`config.mk`:
```
export PLATFORM = sky130hd
export DESIGN_NAME = dist_sq_flat
export DESIGN_NICKNAME = d
export VERILOG_FILES = /design/src/rtl/dist_sq_if.sv /design/src/rtl/dist_sq.sv /design/src/flat_wrapper.sv
export SDC_FILE = /design/constraint.sdc
export NUM_CORES = 1
export LEC_CHECK = 0
export BUFFER_PORTS_ARGS = -buffer_cell sky130_fd_sc_hd__buf_2
export CAP_MARGIN = 20
export CORE_ASPECT_RATIO = 2
export CORE_UTILIZATION = 30
export DETAILED_ROUTE_END_ITERATION = 10
export PLACE_DENSITY = 0.53
export SLEW_MARGIN = 15
export SYNTH_ARGS = -nofsm -noshare
export SYNTH_HDL_FRONTEND = slang
export SYNTH_SLANG_ARGS = --single-unit
```
`constraint.sdc`:
```
create_clock -name clk -period 6.8 [get_ports clk]
set_input_delay 0.68 -clock clk [delete_from_list [all_inputs] [get_ports clk]]
set_output_delay 0.68 -clock clk [all_outputs]
set_load 0.03 [all_outputs]
```
`src/rtl/dist_sq_if.sv`:
```
// Request/result bundle for the squared-distance unit.
// master drives the coordinates and start; slave returns status and result.
interface dist_sq_if #(
   parameter int unsigned WIDTH = 32
);
   logic             start;
   logic [WIDTH-1:0] x1;
   logic [WIDTH-1:0] y1;
   logic [WIDTH-1:0] x2;
   logic [WIDTH-1:0] y2;
   logic             busy;
   logic             done;
   logic [WIDTH-1:0] dist_sq;
   logic             ovf;

   modport master (
      output start, x1, y1, x2, y2,
      input  busy, done, dist_sq, ovf
   );

   modport slave (
      input  start, x1, y1, x2, y2,
      output busy, done, dist_sq, ovf
   );
endinterface

```
`src/rtl/dist_sq.sv`:
```
// Saturating squared distance (x1-x2)^2 + (y1-y2)^2 in signed fixed point, squares via serial shift-add.
// Optional macro DIST_SQ_ROUND_EN: round half up before dropping FRAC_WIDTH bits (default truncates).
module dist_sq #(
   parameter int unsigned WIDTH      = 32,
   parameter int unsigned FRAC_WIDTH = 30
) (
   input  logic     clk,
   input  logic     rst,
   dist_sq_if.slave bus
);

   localparam int unsigned MW = WIDTH + 1;
   localparam int unsigned PW = 2 * WIDTH + 2;
   localparam int unsigned SW = PW + 1;
   localparam int unsigned CW = $clog2(MW + 1);

`ifdef DIST_SQ_ROUND_EN
   localparam logic [SW-1:0] RND = SW'(1) << (FRAC_WIDTH - 1);
`else
   localparam logic [SW-1:0] RND = '0;
`endif

   typedef enum logic [2:0] {
      IDLE  = 3'd0,
      SUB   = 3'd1,
      MUL_X = 3'd2,
      MUL_Y = 3'd3,
      SUM   = 3'd4,
      DONE  = 3'd5
   } state_e;

   state_e           state_q, state_d;
   logic [WIDTH-1:0] x1_q, x1_d, y1_q, y1_d, x2_q, x2_d, y2_q, y2_d;
   logic [MW-1:0]    mag_y_q, mag_y_d;
   logic [PW-1:0]    mcand_q, mcand_d;
   logic [MW-1:0]    mplier_q, mplier_d;
   logic [PW-1:0]    acc_q, acc_d;
   logic [PW-1:0]    prod_x_q, prod_x_d;
   logic [CW-1:0]    cnt_q, cnt_d;
   logic             busy_q, busy_d;
   logic             done_q, done_d;
   logic [WIDTH-1:0] dist_q, dist_d;
   logic             ovf_q, ovf_d;

   logic [MW-1:0]    dx_c, dy_c, mag_x_c, mag_y_c;
   logic [PW-1:0]    acc_sum_c;
   logic [SW-1:0]    sq_x_c, sq_y_c, sum_c;
   logic             sat_c;

   // Datapath terms: wide differences, magnitudes, next partial sum, scaled total.
   always_comb begin
      dx_c      = {x1_q[WIDTH-1], x1_q} - {x2_q[WIDTH-1], x2_q};
      dy_c      = {y1_q[WIDTH-1], y1_q} - {y2_q[WIDTH-1], y2_q};
      mag_x_c   = dx_c[MW-1] ? (~dx_c + MW'(1)) : dx_c;
      mag_y_c   = dy_c[MW-1] ? (~dy_c + MW'(1)) : dy_c;
      acc_sum_c = mplier_q[0] ? (acc_q + mcand_q) : acc_q;
      sq_x_c    = (SW'(prod_x_q) + RND) >> FRAC_WIDTH;
      sq_y_c    = (SW'(acc_q) + RND) >> FRAC_WIDTH;
      sum_c     = sq_x_c + sq_y_c;
      sat_c     = |sum_c[SW-1:WIDTH];
   end

   // Next-state and register updates.
   always_comb begin
      state_d  = state_q;
      x1_d     = x1_q;
      y1_d     = y1_q;
      x2_d     = x2_q;
      y2_d     = y2_q;
      mag_y_d  = mag_y_q;
      mcand_d  = mcand_q;
      mplier_d = mplier_q;
      acc_d    = acc_q;
      prod_x_d = prod_x_q;
      cnt_d    = cnt_q;
      dist_d   = dist_q;
      ovf_d    = ovf_q;

      case (state_q)
         IDLE: begin
            if (bus.start) begin
               x1_d    = bus.x1;
               y1_d    = bus.y1;
               x2_d    = bus.x2;
               y2_d    = bus.y2;
               state_d = SUB;
            end
         end
         SUB: begin
            mcand_d  = PW'(mag_x_c);
            mplier_d = mag_x_c;
            mag_y_d  = mag_y_c;
            acc_d    = '0;
            cnt_d    = '0;
            state_d  = MUL_X;
         end
         MUL_X, MUL_Y: begin
            acc_d    = acc_sum_c;
            mcand_d  = mcand_q << 1;
            mplier_d = mplier_q >> 1;
            cnt_d    = cnt_q + CW'(1);
            if (cnt_q == CW'(WIDTH)) begin
               cnt_d = '0;
               if (state_q == MUL_X) begin
                  // x product parked; multiplier reloaded with |dy|.
                  prod_x_d = acc_sum_c;
                  acc_d    = '0;
                  mcand_d  = PW'(mag_y_q);
                  mplier_d = mag_y_q;
                  state_d  = MUL_Y;
               end else begin
                  state_d  = SUM;
               end
            end
         end
         SUM: begin
            dist_d  = sat_c ? '1 : sum_c[WIDTH-1:0];
            ovf_d   = sat_c;
            state_d = DONE;
         end
         DONE: begin
            acc_d    = '0;
            prod_x_d = '0;
            mcand_d  = '0;
            mplier_d = '0;
            state_d  = IDLE;
         end
         default: state_d = IDLE;
      endcase

      busy_d = (state_d != IDLE);
      done_d = (state_d == DONE);
   end

   always_ff @(posedge clk or negedge rst) begin
      if (!rst) begin
         state_q  <= IDLE;
         x1_q     <= '0;
         y1_q     <= '0;
         x2_q     <= '0;
         y2_q     <= '0;
         mag_y_q  <= '0;
         mcand_q  <= '0;
         mplier_q <= '0;
         acc_q    <= '0;
         prod_x_q <= '0;
         cnt_q    <= '0;
         busy_q   <= 1'b0;
         done_q   <= 1'b0;
         dist_q   <= '0;
         ovf_q    <= 1'b0;
      end else begin
         state_q  <= state_d;
         x1_q     <= x1_d;
         y1_q     <= y1_d;
         x2_q     <= x2_d;
         y2_q     <= y2_d;
         mag_y_q  <= mag_y_d;
         mcand_q  <= mcand_d;
         mplier_q <= mplier_d;
         acc_q    <= acc_d;
         prod_x_q <= prod_x_d;
         cnt_q    <= cnt_d;
         busy_q   <= busy_d;
         done_q   <= done_d;
         dist_q   <= dist_d;
         ovf_q    <= ovf_d;
      end
   end

   assign bus.busy    = busy_q;
   assign bus.done    = done_q;
   assign bus.dist_sq = dist_q;
   assign bus.ovf     = ovf_q;

endmodule
```
`src/flat_wrapper.sv`:
```
// flat-port wrapper written by rule: the top's interface ports become plain ports
module dist_sq_flat 
#(
   parameter int unsigned WIDTH      = 32,
   parameter int unsigned FRAC_WIDTH = 30
)
  (clk, rst, bus_start, bus_x1, bus_y1, bus_x2, bus_y2, bus_busy, bus_done, bus_dist_sq, bus_ovf);
  dist_sq_if #(.WIDTH(WIDTH)) bus_i ();
  input  logic clk;
  input  logic rst;
  input wire logic [$bits(bus_i.start)-1:0] bus_start;
  input wire logic [$bits(bus_i.x1)-1:0] bus_x1;
  input wire logic [$bits(bus_i.y1)-1:0] bus_y1;
  input wire logic [$bits(bus_i.x2)-1:0] bus_x2;
  input wire logic [$bits(bus_i.y2)-1:0] bus_y2;
  output wire logic [$bits(bus_i.busy)-1:0] bus_busy;
  output wire logic [$bits(bus_i.done)-1:0] bus_done;
  output wire logic [$bits(bus_i.dist_sq)-1:0] bus_dist_sq;
  output wire logic [$bits(bus_i.ovf)-1:0] bus_ovf;
  assign bus_i.start = bus_start;
  assign bus_i.x1 = bus_x1;
  assign bus_i.y1 = bus_y1;
  assign bus_i.x2 = bus_x2;
  assign bus_i.y2 = bus_y2;
  assign bus_busy = bus_i.busy;
  assign bus_done = bus_i.done;
  assign bus_dist_sq = bus_i.dist_sq;
  assign bus_ovf = bus_i.ovf;
  dist_sq #(.WIDTH(WIDTH), .FRAC_WIDTH(FRAC_WIDTH)) u_core (.clk(clk), .rst(rst), .bus(bus_i));
endmodule
```
-- Word level (Yosys, flattened, before mapping)
Cells that the tools add are included.
- bits in registers: 436
- bits in latches: 0
- RAM bits: 0
- memory bits (read-only): 0
- bits of input ports: 131
- output and inout bits: 35
- word-level logic and storage cells: 66
- memories kept: 0
- add/subtract/negate cells: 7
- multipliers: 0
- div/mod/pow operators: 0
- order comparisons: 0
- equality and inequality tests: 9
- shift-type cells: 0
- multiplexer cells: 22
- bitwise logic cells: 2
- reduce and logical (&&, ||, !) cells: 11
- operators by type and width (kind ; count):
    $mux W66 ; 7
    $pmux W66 S2 ; 2
    $pmux W66 S3 ; 1
    $mux W33 ; 4
    $pmux W33 S3 ; 1
    $add A33 B1 Y33 const B ; 2
    $add A66 B66 Y66 ; 1
    $not A33 Y33 ; 2
    $sub A32 B32 Y33 ; 2
    $add A36 B36 Y37 ; 1
    $reduce_or A35 Y1 ; 1
    $mux W32 ; 1
    $pmux W3 S4 ; 1
    $pmux W6 S2 ; 1
    $eq A3 B3 Y1 const B ; 3
    $mux W3 ; 3
    $add A6 B1 Y6 const B ; 1
    $eq A3 B2 Y1 const B ; 2
    $eq A6 B6 Y1 const B ; 1
    $mux W6 ; 1
    $reduce_bool A2 Y1 ; 3
    $reduce_bool A3 Y1 ; 2
    $ne A2 B1 Y1 const B ; 2
    $reduce_or A2 Y1 ; 2
    other kinds (4) ; 4

-- Longest topological paths before layout
Gate-level depths: netlist of the first run.
- word-level depth: 5
- gate-level depth with buffers: 17

-- Least setup slack after synthesis of the first run
Ideal clock, no wire load.
- kind: register -> register
- start point: reg u_core.x1_q[0]
- end point: reg u_core.mplier_q[29]
- arrival time: 3.796 ns
- required time: 6.668 ns
- setup slack: 2.871 ns
- cell stages (with the launch flop): 17
- period minus slack after synthesis: 3.929 ns
- cells stage by stage: dfrtp_1 > inv_1 > ha_1 > inv_1 > fa_1 > a21oi_1 > o22ai_1 > o211ai_1 > o21bai_1 > xor2_1 > and4bb_1 > nand4_1 > or4_4 > o41ai_2 > xnor2_1 > a221oi_1 > a21oi_1
- cells in the longest elaborated chain, start to end: 5
- RTL lines (what ; line ; source):
    start, declared ; dist_sq.sv:33 ; logic [WIDTH-1:0] x1_q, x1_d, y1_q, y1_d, x2_q, x2_d, y2_q, y2_d;
    start signal, assigned ; dist_sq.sv:138 ; x1_q <= '0;
    start signal, assigned ; dist_sq.sv:154 ; x1_q <= x1_d;
    $sub A32 B32 Y33 (*) ; dist_sq.sv:52 ; dx_c = {x1_q[WIDTH-1], x1_q} - {x2_q[WIDTH-1], x2_q};
    $not A33 Y33 ; dist_sq.sv:54 ; mag_x_c = dx_c[MW-1] ? (~dx_c + MW'(1)) : dx_c;
    $add A33 B1 Y33 ; dist_sq.sv:54 ;
    $mux W33 (*) ; dist_sq.sv:54 ;
    $pmux W33 S3 (*) ; dist_sq.sv:79 ; case (state_q)
    end signal, assigned ; dist_sq.sv:160 ; mplier_q <= mplier_d;
    end, declared ; dist_sq.sv:36 ; logic [MW-1:0] mplier_q, mplier_d;
Mark *: on every way between the ends. The rest lies on a longest branch, timed or not.
A chain may end at the register's enable or synchronous reset.

-- Final worst setup path of the first run
- start point: reg u_core.acc_q[30]
- end point: reg u_core.dist_q[6] (netlist: u_core.bus.dist_sq[6])
- cells in the longest elaborated chain, start to end: 3
- RTL lines (what ; line ; source):
    start, declared ; dist_sq.sv:37 ; logic [PW-1:0] acc_q, acc_d;
    start signal, assigned ; dist_sq.sv:145 ; acc_q <= '0;
    start signal, assigned ; dist_sq.sv:161 ; acc_q <= acc_d;
    $add A36 B36 Y37 (*) ; dist_sq.sv:59 ; sum_c = sq_x_c + sq_y_c;
    $reduce_or A35 Y1 ; dist_sq.sv:60 ; sat_c = |sum_c[SW-1:WIDTH];
    $mux W32 (*) ; dist_sq.sv:117 ; dist_d = sat_c ? '1 : sum_c[WIDTH-1:0];
    end signal, assigned ; dist_sq.sv:166 ; dist_q <= dist_d;
    end, declared ; dist_sq.sv:42 ; logic [WIDTH-1:0] dist_q, dist_d;
Marked as above.

==> results.yml, run 1 <==
clock_network:
  cts_tree: "done"
  cts_resized: 0
  htreeDepth: 2
  clockBufferDepth: 3
  clkTransAtPathRegs_ns: 0.06
  cts_setup_buffers: 0
  worstSkewPairLatency_ns: 0.61
  clockRootBuffer: "clkbuf_16"
  clock_sinks: 406
  cts_buffers: 43
  ctsHoldBuffers: 0
critical_path:
  worst-r2r-cell-count: 15
  reg2reg_to: "u_core.bus.dist_sq[6]"
  cp-startpoint: "u_core.acc_q[30]"
  worstSetupPathType: "reg -> reg"
  cpPeakStageDelay_ns: 0.53
  end_kind: "register"
  critPathTopFamily: "compound AO/OA/AOI/OAI gates"
  ff2ff_setup_slack_ns: 1.83
  rr_startpoint: "u_core.acc_q[30]"
  arrival_ns: 5.44
  crit_required_ns: 7.26
  critPathMaxFanout: 33
  startpoint_type: "register"
  worstPathBufferInverterCount: 1
  cpMaxStageDelayCell: "o2111ai_4"
  worstPathCellList: "ha_1, fa_1, a21oi_1, nor2_1, nand3b_1, a221oi_1, buf_4, o21ai_0, a221oi_1, a21oi_1, a311o_1, nand3_1, mux2i_1, o2111ai_4, o22a_1"
routing:
  drtPass1Iterations: 5
  route.detailed.drc: 0
  drt_wl_total_um: 72100
  detail-route-antenna-nets: 0
  first_iter_violations: 937
  vias_per_cell: 5.20
  routed-via-count: 21113
  wl_per_cell_um: 17.8
yosys:
  synth_cells: 2865
  ys.flop_type: "dfrtp_1"
  ys_warn_count: 0
  synth_fp_nets: 3169
  async_reset_ff_share_pct: 100
  synth_area_um2: 25900
  synth_edf_count: 0
  ys_types: 91
  avgSynthCellArea_um2: 9.02
  synth-seq-area-share_pct: 39.3
  synth-seq-cells: 406
layout:
  fin_util_pct: 34.4
  final_nets: 3257
  fill_cells: 8918
  final_cell_mix: "dfrtp_1 (406), nand2_1 (377), o21ai_0 (294), a21oi_1 (202), ha_1 (169)"
  final_design_area_no_fill_um2: 29200
  layout-drive-gt1-share_pct: 12.7
  final_cell_count_no_fill: 4057
  register_area_um2: 10200
  multi_input_area_um2: 14800
  mostFrequentLayoutCell: "dfrtp_1"
  area_delta_synth_final_pct: 13.1
timing:
  tightestPinTransition_ns: 0.963
  finalHoldViolations: 0
  min_period_ns: 4.97
  maxSlewHeadroom_pct: 35.8
  rsz0062_at_grt: "false"
  fin_crit_sh_pct: 73.1
  slew_viol_final: 0
  skew_ns: 0.0443
  fin_ws_ns: 1.83
  finalSetupViolations: 0
  fin_tns_setup_ns: 0
  clock.fmax_mhz: 201
global_routing:
  grt_pass1_wl_um: 117000
  grtUsageTotal_pct: 16.6
  antenna_found_initial: 1
  grt_overflow: 0
  grt_pass1_vias: 21980
  grt_max_degree: 171
floorplan:
  chipWidth_um: 210
  die-area_um2: 87400
  row_count: 151
  start_util_pct: 30.4
  boundaryPins: 166
  die_h_um: 417
  core-area_um2: 85000
flow_run:
  drv_cap: 0
placed_design:
  hpwl_um: 54500
  place_worst_setup_slack_ns: 1.79
  dp_cells: 3979
  routabilityCongestion: 0.866
  placed_area_um2: 27800
  io_buffers: 165
min_path:
  hold_path_class: "in -> async"
outcome:
  status: "complete, no violations"
power_and_ir_drop:
  leakage_nw: 13.8
  peakVddDrop_mv: 0.182
  power_per_cell_area_nw_per_um2: 328
-- cells in the mapped netlist, drive strengths merged, types with 27 or more instances --
cell / n / area [um^2]
a21o: 91 / 683
a21oi: 204 / 1030
a22o: 53 / 464
a31oi: 27 / 175
clkbuf: 134 / 504
dfrtp: 406 / 10200
ha: 169 / 2110
inv: 106 / 398
mux2: 66 / 743
nand2: 378 / 1420
nand3: 49 / 245
nor2: 155 / 582
nor3: 35 / 175
o21ai: 312 / 1570
o22a: 35 / 307
xnor2: 106 / 928
xor2: 87 / 762
-- area by class of cell --
| cell class | instances | area share, % |
|---|---|---|
| clock inverter | 15 | 0.702 |
| timing repair buffer | 190 | 3.63 |
| clock buffer | 62 | 4.27 |
| inverter | 107 | 1.37 |
| tap | 1071 | 4.58 |
| multi-input combinational | 2205 | 50.7 |
| antenna | 1 | 0.00856 |
| sequential | 406 | 34.8 |
-- registers in the layout, summed over array words and instances, names as in the netlist, 3 cells and up --
signal,count
u_core.state_q,3
u_core.prod_x_q,36
u_core.x1_q,32
u_core.x2_q,32
u_core.acc_q,66
u_core.mcand_q,66
u_core.bus.dist_sq,32
u_core.y1_q,32
u_core.mplier_q,33
u_core.cnt_q,6
u_core.mag_y_q,33
u_core.y2_q,32
-- stage by stage --
step                      total power, mW  hold WS (ns)
after floorplan                      6.07         0.384
after global placement               7.11         0.464
after detailed placement             7.15         0.470
after CTS                            9.71        0.0229
after global routing                 10.3        0.0559
final                                9.57        0.0226
-- per-layer routing --
metal	share of wire, %	track usage, %
met2	56	33.3
met4	4.9	8.23
met3	2.4	1.70
met1	37	16.6
met5	0	0
-- where the power goes --
part,total (mW),internal (mW),switching [mW]
logic,3.86,1.63,2.23
clock network,2.49,1.43,1.06
registers,3.22,2.87,0.358
-- logic make-up (layout without fill, tap and decap cells) --
kind of cell | count (synthesis) | count (layout) | synth area share, %
multiplexers | 92 | 92 | 3.88
XOR/XNOR | 193 | 193 | 6.54
flip-flops | 406 | 406 | 39.3
other | 0 | 1 | 0
buffers and inverters | 254 | 374 | 3.72
adder cells (fa/ha/maj) | 173 | 173 | 8.49
AO/OA/AOI/OAI | 960 | 960 | 24.1
AND/OR/NAND/NOR | 787 | 787 | 13.9
-- how the worst max path moves through the flow --
| stage | depth (start not counted) | end |
|---|---|---|
| final | 15 | u_core.bus.dist_sq[6] |
| after global routing | 15 | u_core.bus.dist_sq[7] |
| after CTS | 15 | u_core.bus.dist_sq[6] |
| after detailed placement | 15 | u_core.bus.dist_sq[6] |
| after global placement | 15 | u_core.bus.dist_sq[7] |
| after floorplan | 16 | u_core.mplier_q[29] |
-- worst register-to-register path, cell delays in order (launching register included) --
cell and delay [ns]:
dfrtp_1 0.42, ha_1 0.23, fa_1 0.42, a21oi_1 0.26, nor2_1 0.10, nand3b_1 0.22
a221oi_1 0.31, buf_4 0.19, o21ai_0 0.18, a221oi_1 0.53, a21oi_1 0.25, a311o_1 0.44
nand3_1 0.11, mux2i_1 0.28, o2111ai_4 0.53, o22a_1 0.39
(Power assumes the default switching activity.)
==> inputs of run 2 (changes only) <==
==> constraint.sdc (replaced) <==
create_clock -name clk -period 4.7 [get_ports clk]
set_input_delay 0.47 -clock clk [delete_from_list [all_inputs] [get_ports clk]]
set_output_delay 0.47 -clock clk [all_outputs]
set_load 0.03 [all_outputs]
==> run 2 against run 1 <==
Effect of this change:
- power up 44%
- sequential power up 45%
- clock power up 39%
- setup slack worse by 1.5 ns
- die area is the same
==> results.yml, run 2 (same netlist as run 1, synthesis figures left out) <==
critical_path:
  crit_end: "u_core.mcand_q[29]"
  arrival_ns: 4.79
  cpMaxStageDelayCell: "or4_4"
  worstSetupPathType: "reg -> reg"
  critPathMaxFanout: 5
  crit_required_ns: 5.17
  rr_startpoint: "u_core.x1_q[0]"
  cp-startpoint: "u_core.x1_q[0]"
  cpPeakStageDelay_ns: 0.51
  startpoint_type: "register"
  end_kind: "register"
  ff2ff_setup_slack_ns: 0.38
  reg2reg_to: "u_core.mcand_q[29]"
  worstPathCellList: "inv_1, ha_1, inv_1, fa_1, a21oi_1, o22ai_1, o211ai_1, o21bai_1, xor2_1, and4bb_1, nand4_1, or4_4, o41ai_2, xnor2_1, a221oi_1, a21oi_1"
  worst-r2r-cell-count: 16
floorplan:
  start_util_pct: 30.4
  core-area_um2: 85000
  boundaryPins: 166
  row_count: 151
  chipWidth_um: 210
  die-area_um2: 87400
  die_h_um: 417
placed_design:
  io_buffers: 165
  hpwl_um: 55400
  routabilityCongestion: 0.864
  placed_area_um2: 28000
routing:
  first_iter_violations: 855
  drtPass1Iterations: 5
  routed-via-count: 21121
  route.detailed.drc: 0
  wl_per_cell_um: 17.6
  drt_wl_total_um: 71600
  vias_per_cell: 5.18
  detail-route-antenna-nets: 0
timing:
  slew_viol_final: 0
  finalSetupViolations: 0
  skew_ns: 0.0338
  rsz0062_at_grt: "false"
  fin_tns_setup_ns: 0
  min_period_ns: 4.32
  finalHoldViolations: 0
  fin_crit_sh_pct: 92.0
  clock.fmax_mhz: 231
  tightestPinTransition_ns: 0.961
  maxSlewHeadroom_pct: 35.7
outcome:
  status: "complete, no violations"
layout:
  layout-drive-gt1-share_pct: 13.5
  multi_input_area_um2: 14800
  final_cell_mix: "dfrtp_1 (406), nand2_1 (377), o21ai_0 (294), a21oi_1 (201), ha_1 (169)"
  mostFrequentLayoutCell: "dfrtp_1"
  final_nets: 3284
  top_regs: "u_core.acc_q: 66 flops, u_core.mcand_q: 66 flops, u_core.prod_x_q: 36 flops"
  final_design_area_no_fill_um2: 29500
  num_antenna_cells: 0
  area_delta_synth_final_pct: 13.9
  register_area_um2: 10200
  fill_cells: 8904
global_routing:
  grtUsageTotal_pct: 16.7
  grt_pass1_wl_um: 117000
  grt_overflow: 0
  grt_pass1_vias: 22161
  antenna_found_initial: 0
  grt_max_degree: 159
clock_network:
  clkTransAtPathRegs_ns: 0.07
  worstSkewPairLatency_ns: 0.60
  htreeDepth: 2
  cts_tree: "done"
  clockBufferDepth: 3
  clockRootBuffer: "clkbuf_16"
  cts_buffers: 42
  clock_sinks: 406
power_and_ir_drop:
  peakVddDrop_mv: 0.281
  leakage_nw: 14.0
  power_per_cell_area_nw_per_um2: 468
flow_run:
  drv_cap: 0
min_path:
  hold_path_class: "in -> reg"
==> run 2: cell types whose count changed in the layout (fill, tap and decap cells not counted), moves of 2 or more <==
cell	previous run	this run
clkinvlp_4	3	1
clkinv_2	4	9
buf_12	3	9
buf_4	22	43
clkbuf_1	10	8
inv_6	2	0
clkbuf_8	8	4
==> run 2: where the power goes <==
group	internal [mW]	switching, mW
combinational	2.43	3.24
clock	1.97	1.50
sequential	4.15	0.512
total	8.54	5.25
==> run 2: what timing repair did <==
action,CTS,global route
gates resized for setup,0,4
hold endpoints to repair,66,0
hold buffers,1,0
setup endpoints to repair,0,33
setup buffers,0,1
==> run 2: metrics by stage <==
| step | instances | utilization (%) | total power, mW | hold slack [ns] | setup slack (ns) |
|---|---|---|---|---|---|
| floorplan | 2865 | - | 8.79 | 0.174 | 0.771 |
| global placement | 4005 | 33.0 | 10.4 | 0.463 | 0.255 |
| detailed placement | 4005 | 33.0 | 10.4 | 0.470 | 0.246 |
| CTS | 4078 | 34.6 | 14.0 | 0.0217 | 0.230 |
| global route | 4079 | 34.6 | 14.8 | 0.0492 | 0.0107 |
| finish | 4079 | 34.6 | 13.8 | 0.0630 | 0.376 |
==> run 2: area by class of cell <==
class	instances	share of cell area, %
Clock inverter	17	0.735
Tap cell	1071	4.55
Clock buffer	55	3.94
Inverter	107	1.36
Sequential cell	406	34.5
Multi-Input combinational cell	2205	50.3
Timing Repair Buffer	218	4.58
==> run 2: how the worst min path moves through the flow <==
stage	from	to	slack (ns)	cells after the start
4_1_cts	bus_x2[30]	u_core.x2_q[30]	0.02	3
6_report	bus_x2[30]	u_core.x2_q[30]	0.06	3
3_5_place_dp	u_core.mag_y_q[12]	u_core.mag_y_q[12]	0.47	2
5_1_grt	bus_x2[17]	u_core.x2_q[17]	0.05	3
2_1_floorplan	rst	u_core.acc_q[0]	0.17	0
3_3_place_gp	u_core.mag_y_q[7]	u_core.mag_y_q[7]	0.46	2
==> run 2: critical path: cells and delay by family, from the launching register on <==
family	cells	cell delay [ns]
AO/OA/AOI/OAI	7	1.73
AND/OR/NAND/NOR	3	1.09
adder cells (fa/ha/maj)	2	0.56
flip-flops	1	0.36
XOR/XNOR	2	0.33
buffers and inverters	2	0.12
==> run 2: per-layer routing <==
metal | part of all wire, % | up-vias | GRT usage (%)
li1 | - | 10550 | -
met1 | 37 | 10181 | 16.4
met2 | 57 | 281 | 34.2
met3 | 2.2 | 109 | 1.68
met4 | 4.4 | 0 | 7.45
met5 | 0 | - | 0
==> inputs of run 3 (changes only) <==
--- a/config.mk
+++ b/config.mk
@@ -5,6 +5,7 @@
 export SDC_FILE = /design/constraint.sdc
 export NUM_CORES = 1
 export LEC_CHECK = 0
+export ABC_AREA = 1
 export BUFFER_PORTS_ARGS = -buffer_cell sky130_fd_sc_hd__buf_2
 export CAP_MARGIN = 20
 export CORE_ASPECT_RATIO = 2
==> run 3 against run 2 <==
Effect of this change:
- register-to-register slack better by 0.29 ns
- core utilization is 0.33 points lower
- area after synthesis grew 17%
- largest power group unchanged
- sequential power rose by 12%
- clock-buffer cell count grew 2
- clock skew up 0.013 ns
- synthesized cell count rose by 56%
- flip-flop and latch count stayed put
==> results.yml, run 3 <==
layout:
  final_cell_mix: "nand2_1 (1347), inv_1 (553), nor2_1 (442), dfrtp_1 (405)"
  final_nets: 4920
  final_design_area_no_fill_um2: 34300
  layout-drive-gt1-share_pct: 9.63
  mostFrequentLayoutCell: "nand2_1"
  top_regs: "u_core.acc_q: 66 flops, u_core.mcand_q: 66 flops, u_core.prod_x_q: 36 flops"
  area_delta_synth_final_pct: 13.1
  fin_util_pct: 34.3
timing:
  skew_ns: 0.0469
  hold_slack_ns: 0.0519
  maxSlewHeadroom_pct: 16.5
  slew_viol_final: 0
  fin_crit_sh_pct: 85.9
  tightestPinTransition_ns: 1.24
  rsz0062_at_grt: "false"
  finalSetupViolations: 0
  finalHoldViolations: 0
  clock.fmax_mhz: 248
  min_period_ns: 4.04
  fin_tns_setup_ns: 0
yosys:
  synth_xor_area_share_pct: 2.25
  synth_fp_nets: 4778
  muxShareOfSynthArea_pct: 2.38
  synth_cells: 4474
  async_reset_ff_share_pct: 100
  avgSynthCellArea_um2: 6.78
  ys_warn_count: 0
  synthAdderAreaFrac_pct: 7.24
  synth_edf_count: 0
  ys.flop_type: "dfrtp_1"
  yosysTopAreaCell: "dfrtp_1"
  synthSimpleGateAreaFrac_pct: 32.6
  yosys-top-cells-area: "dfrtp_1 (34%), nand2_1 (17%), ha_1 (7.0%), inv_1 (6.9%), a21oi_1 (5.5%)"
  synth_area_um2: 30300
  synth_top_cell_area_share_pct: 33.5
  synth-seq-cells: 406
  synth-seq-area-share_pct: 33.5
  yosysMostFrequentCell: "nand2_1"
  ys_types: 55
  synth-compound-area-share_pct: 13.5
  synth_common_cells: "nand2_1 (1348), inv_1 (555), nor2_1 (445), dfrtp_1 (406)"
  synth_top_family_by_area: "simple AND/OR/NAND/NOR gates"
critical_path:
  worst-r2r-cell-count: 15
  ff2ff_setup_slack_ns: 0.66
  worstSetupPathType: "reg -> reg"
  startpoint_type: "register"
  critPathMaxFanout: 5
  arrival_ns: 4.53
  crit_required_ns: 5.20
  reg2reg_to: "u_core.prod_x_q[65]"
  end_kind: "register"
  rr_startpoint: "u_core.acc_q[45]"
clock_network:
  worstSkewPairLatency_ns: 0.65
  clkTransAtPathRegs_ns: 0.07
  cts_setup_buffers: 0
  clockRootBuffer: "clkbuf_16"
  cts_resized: 0
  clock_sinks: 406
  cts_buffers: 43
  cts_tree: "done"
  ctsHoldBuffers: 7
  clockBufferDepth: 3
  htreeDepth: 2
min_path:
  hold_path_class: "in -> reg"
  min_to: "u_core.x1_q[20]"
  whs_path_depth: 2
  hold_start: "bus_x1[20]"
floorplan:
  boundaryPins: 166
  row_count: 164
  core-area_um2: 99900
  chipWidth_um: 227
  die-area_um2: 102000
  start_util_pct: 30.3
  die_h_um: 452
routing:
  first_iter_violations: 1441
  detail-route-antenna-nets: 0
  wl_per_cell_um: 18.7
  vias_per_cell: 4.97
  route.detailed.drc: 0
  drtPass1Iterations: 8
  routed-via-count: 29712
  drt_wl_total_um: 112000
power_and_ir_drop:
  p_total_mw: 21.5
  peakVddDrop_mv: 0.299
  power_per_cell_area_nw_per_um2: 626
  leakage_nw: 18.0
global_routing:
  grt_overflow: 0
  grt_max_degree: 95
  grtUsageTotal_pct: 22.0
  grt_pass1_wl_um: 171000
  grt_pass1_vias: 30321
  antenna_found_initial: 3
outcome:
  status: "complete, no violations"
placed_design:
  hpwl_um: 90900
  io_buffers: 165
  routabilityCongestion: 1.03
  placed_area_um2: 32800
flow_run:
  drv_cap: 0
==> run 3: changes by cell type after synthesis, sizes merged, moves of 65 or more <==
cell,before,now
nand3,49,339
a21oi,204,338
inv,106,559
xnor2,106,38
o21ai,312,213
a21o,91,26
nor2,155,459
nand2,378,1362
==> run 3: layer usage <==
layer | share of wire, % | track usage, % | up-vias | wire length [um]
li1 | - | - | 14864 | -
met1 | 33 | 19.1 | 13827 | 36500
met2 | 55 | 43.6 | 683 | 61700
met3 | 2.8 | 2.53 | 338 | 3180
met4 | 9.4 | 18.1 | 0 | 10500
met5 | 0 | 0 | - | 0
==> run 3: final cells by class <==
type,instances,area (um^2)
multi-input combinational,3391,17600
clock inverter,23,248
sequential,406,10200
inverter,562,2110
tap,1328,1660
fill,11023,65600
antenna,1,2.50
clock buffer,57,1200
timing repair buffer,212,1310
==> run 3: worst max-delay path by stage <==
stage                     startpoint                endpoint  cells past startpoint
global placement    u_core.acc_q[30]  u_core.bus.dist_sq[26]                     18
finish              u_core.acc_q[45]     u_core.prod_x_q[65]                     15
floorplan             u_core.y1_q[0]      u_core.mag_y_q[28]                     18
detailed placement  u_core.acc_q[30]  u_core.bus.dist_sq[30]                     18
global route        u_core.acc_q[45]     u_core.prod_x_q[65]                     15
CTS                 u_core.acc_q[30]  u_core.bus.dist_sq[30]                     18
==> run 3: kinds of logic (layout without fill, tap and decap cells) <==
kind of cell | count (synthesis) | after routing
AOI/OAI and AO/OA | 717 | 717
muxes | 64 | 64
buffers and inverters | 677 | 854
DFF | 406 | 406
adders and majority gates | 173 | 173
xor gates and xnor gates | 78 | 78
and+or+nand+nor | 2359 | 2359
other | 0 | 1
==> run 3: power by group <==
part | internal (mW) | switching, mW
Clock | 1.94 | 1.62
Combinational | 3.96 | 8.74
Sequential | 4.40 | 0.810
Total | 10.3 | 11.2
==> run 3: through the flow <==
step | worst slack [ns] | std cells
final | 0.663 | 5980
after floorplan | 2.02 | 4474
after CTS | 0.862 | 5979
after global routing | 0.601 | 5980
after global placement | 0.945 | 5892
after detailed placement | 0.897 | 5892
==> run 3: critical path, cell delays in order, from the launching register on <==
cell	delay (ns)
dfrtp_1	0.41
ha_1	0.47
nand2_1	0.17
nor2_1	0.15
inv_1	0.15
nor2_1	0.11
inv_1	0.09
nor2_1	0.17
inv_1	0.08
nor3_1	0.83
nand3_1	0.51
nand4_1	0.31
xor2_1	0.16
nand2_1	0.09
nand3_1	0.11
nand2_1	0.06
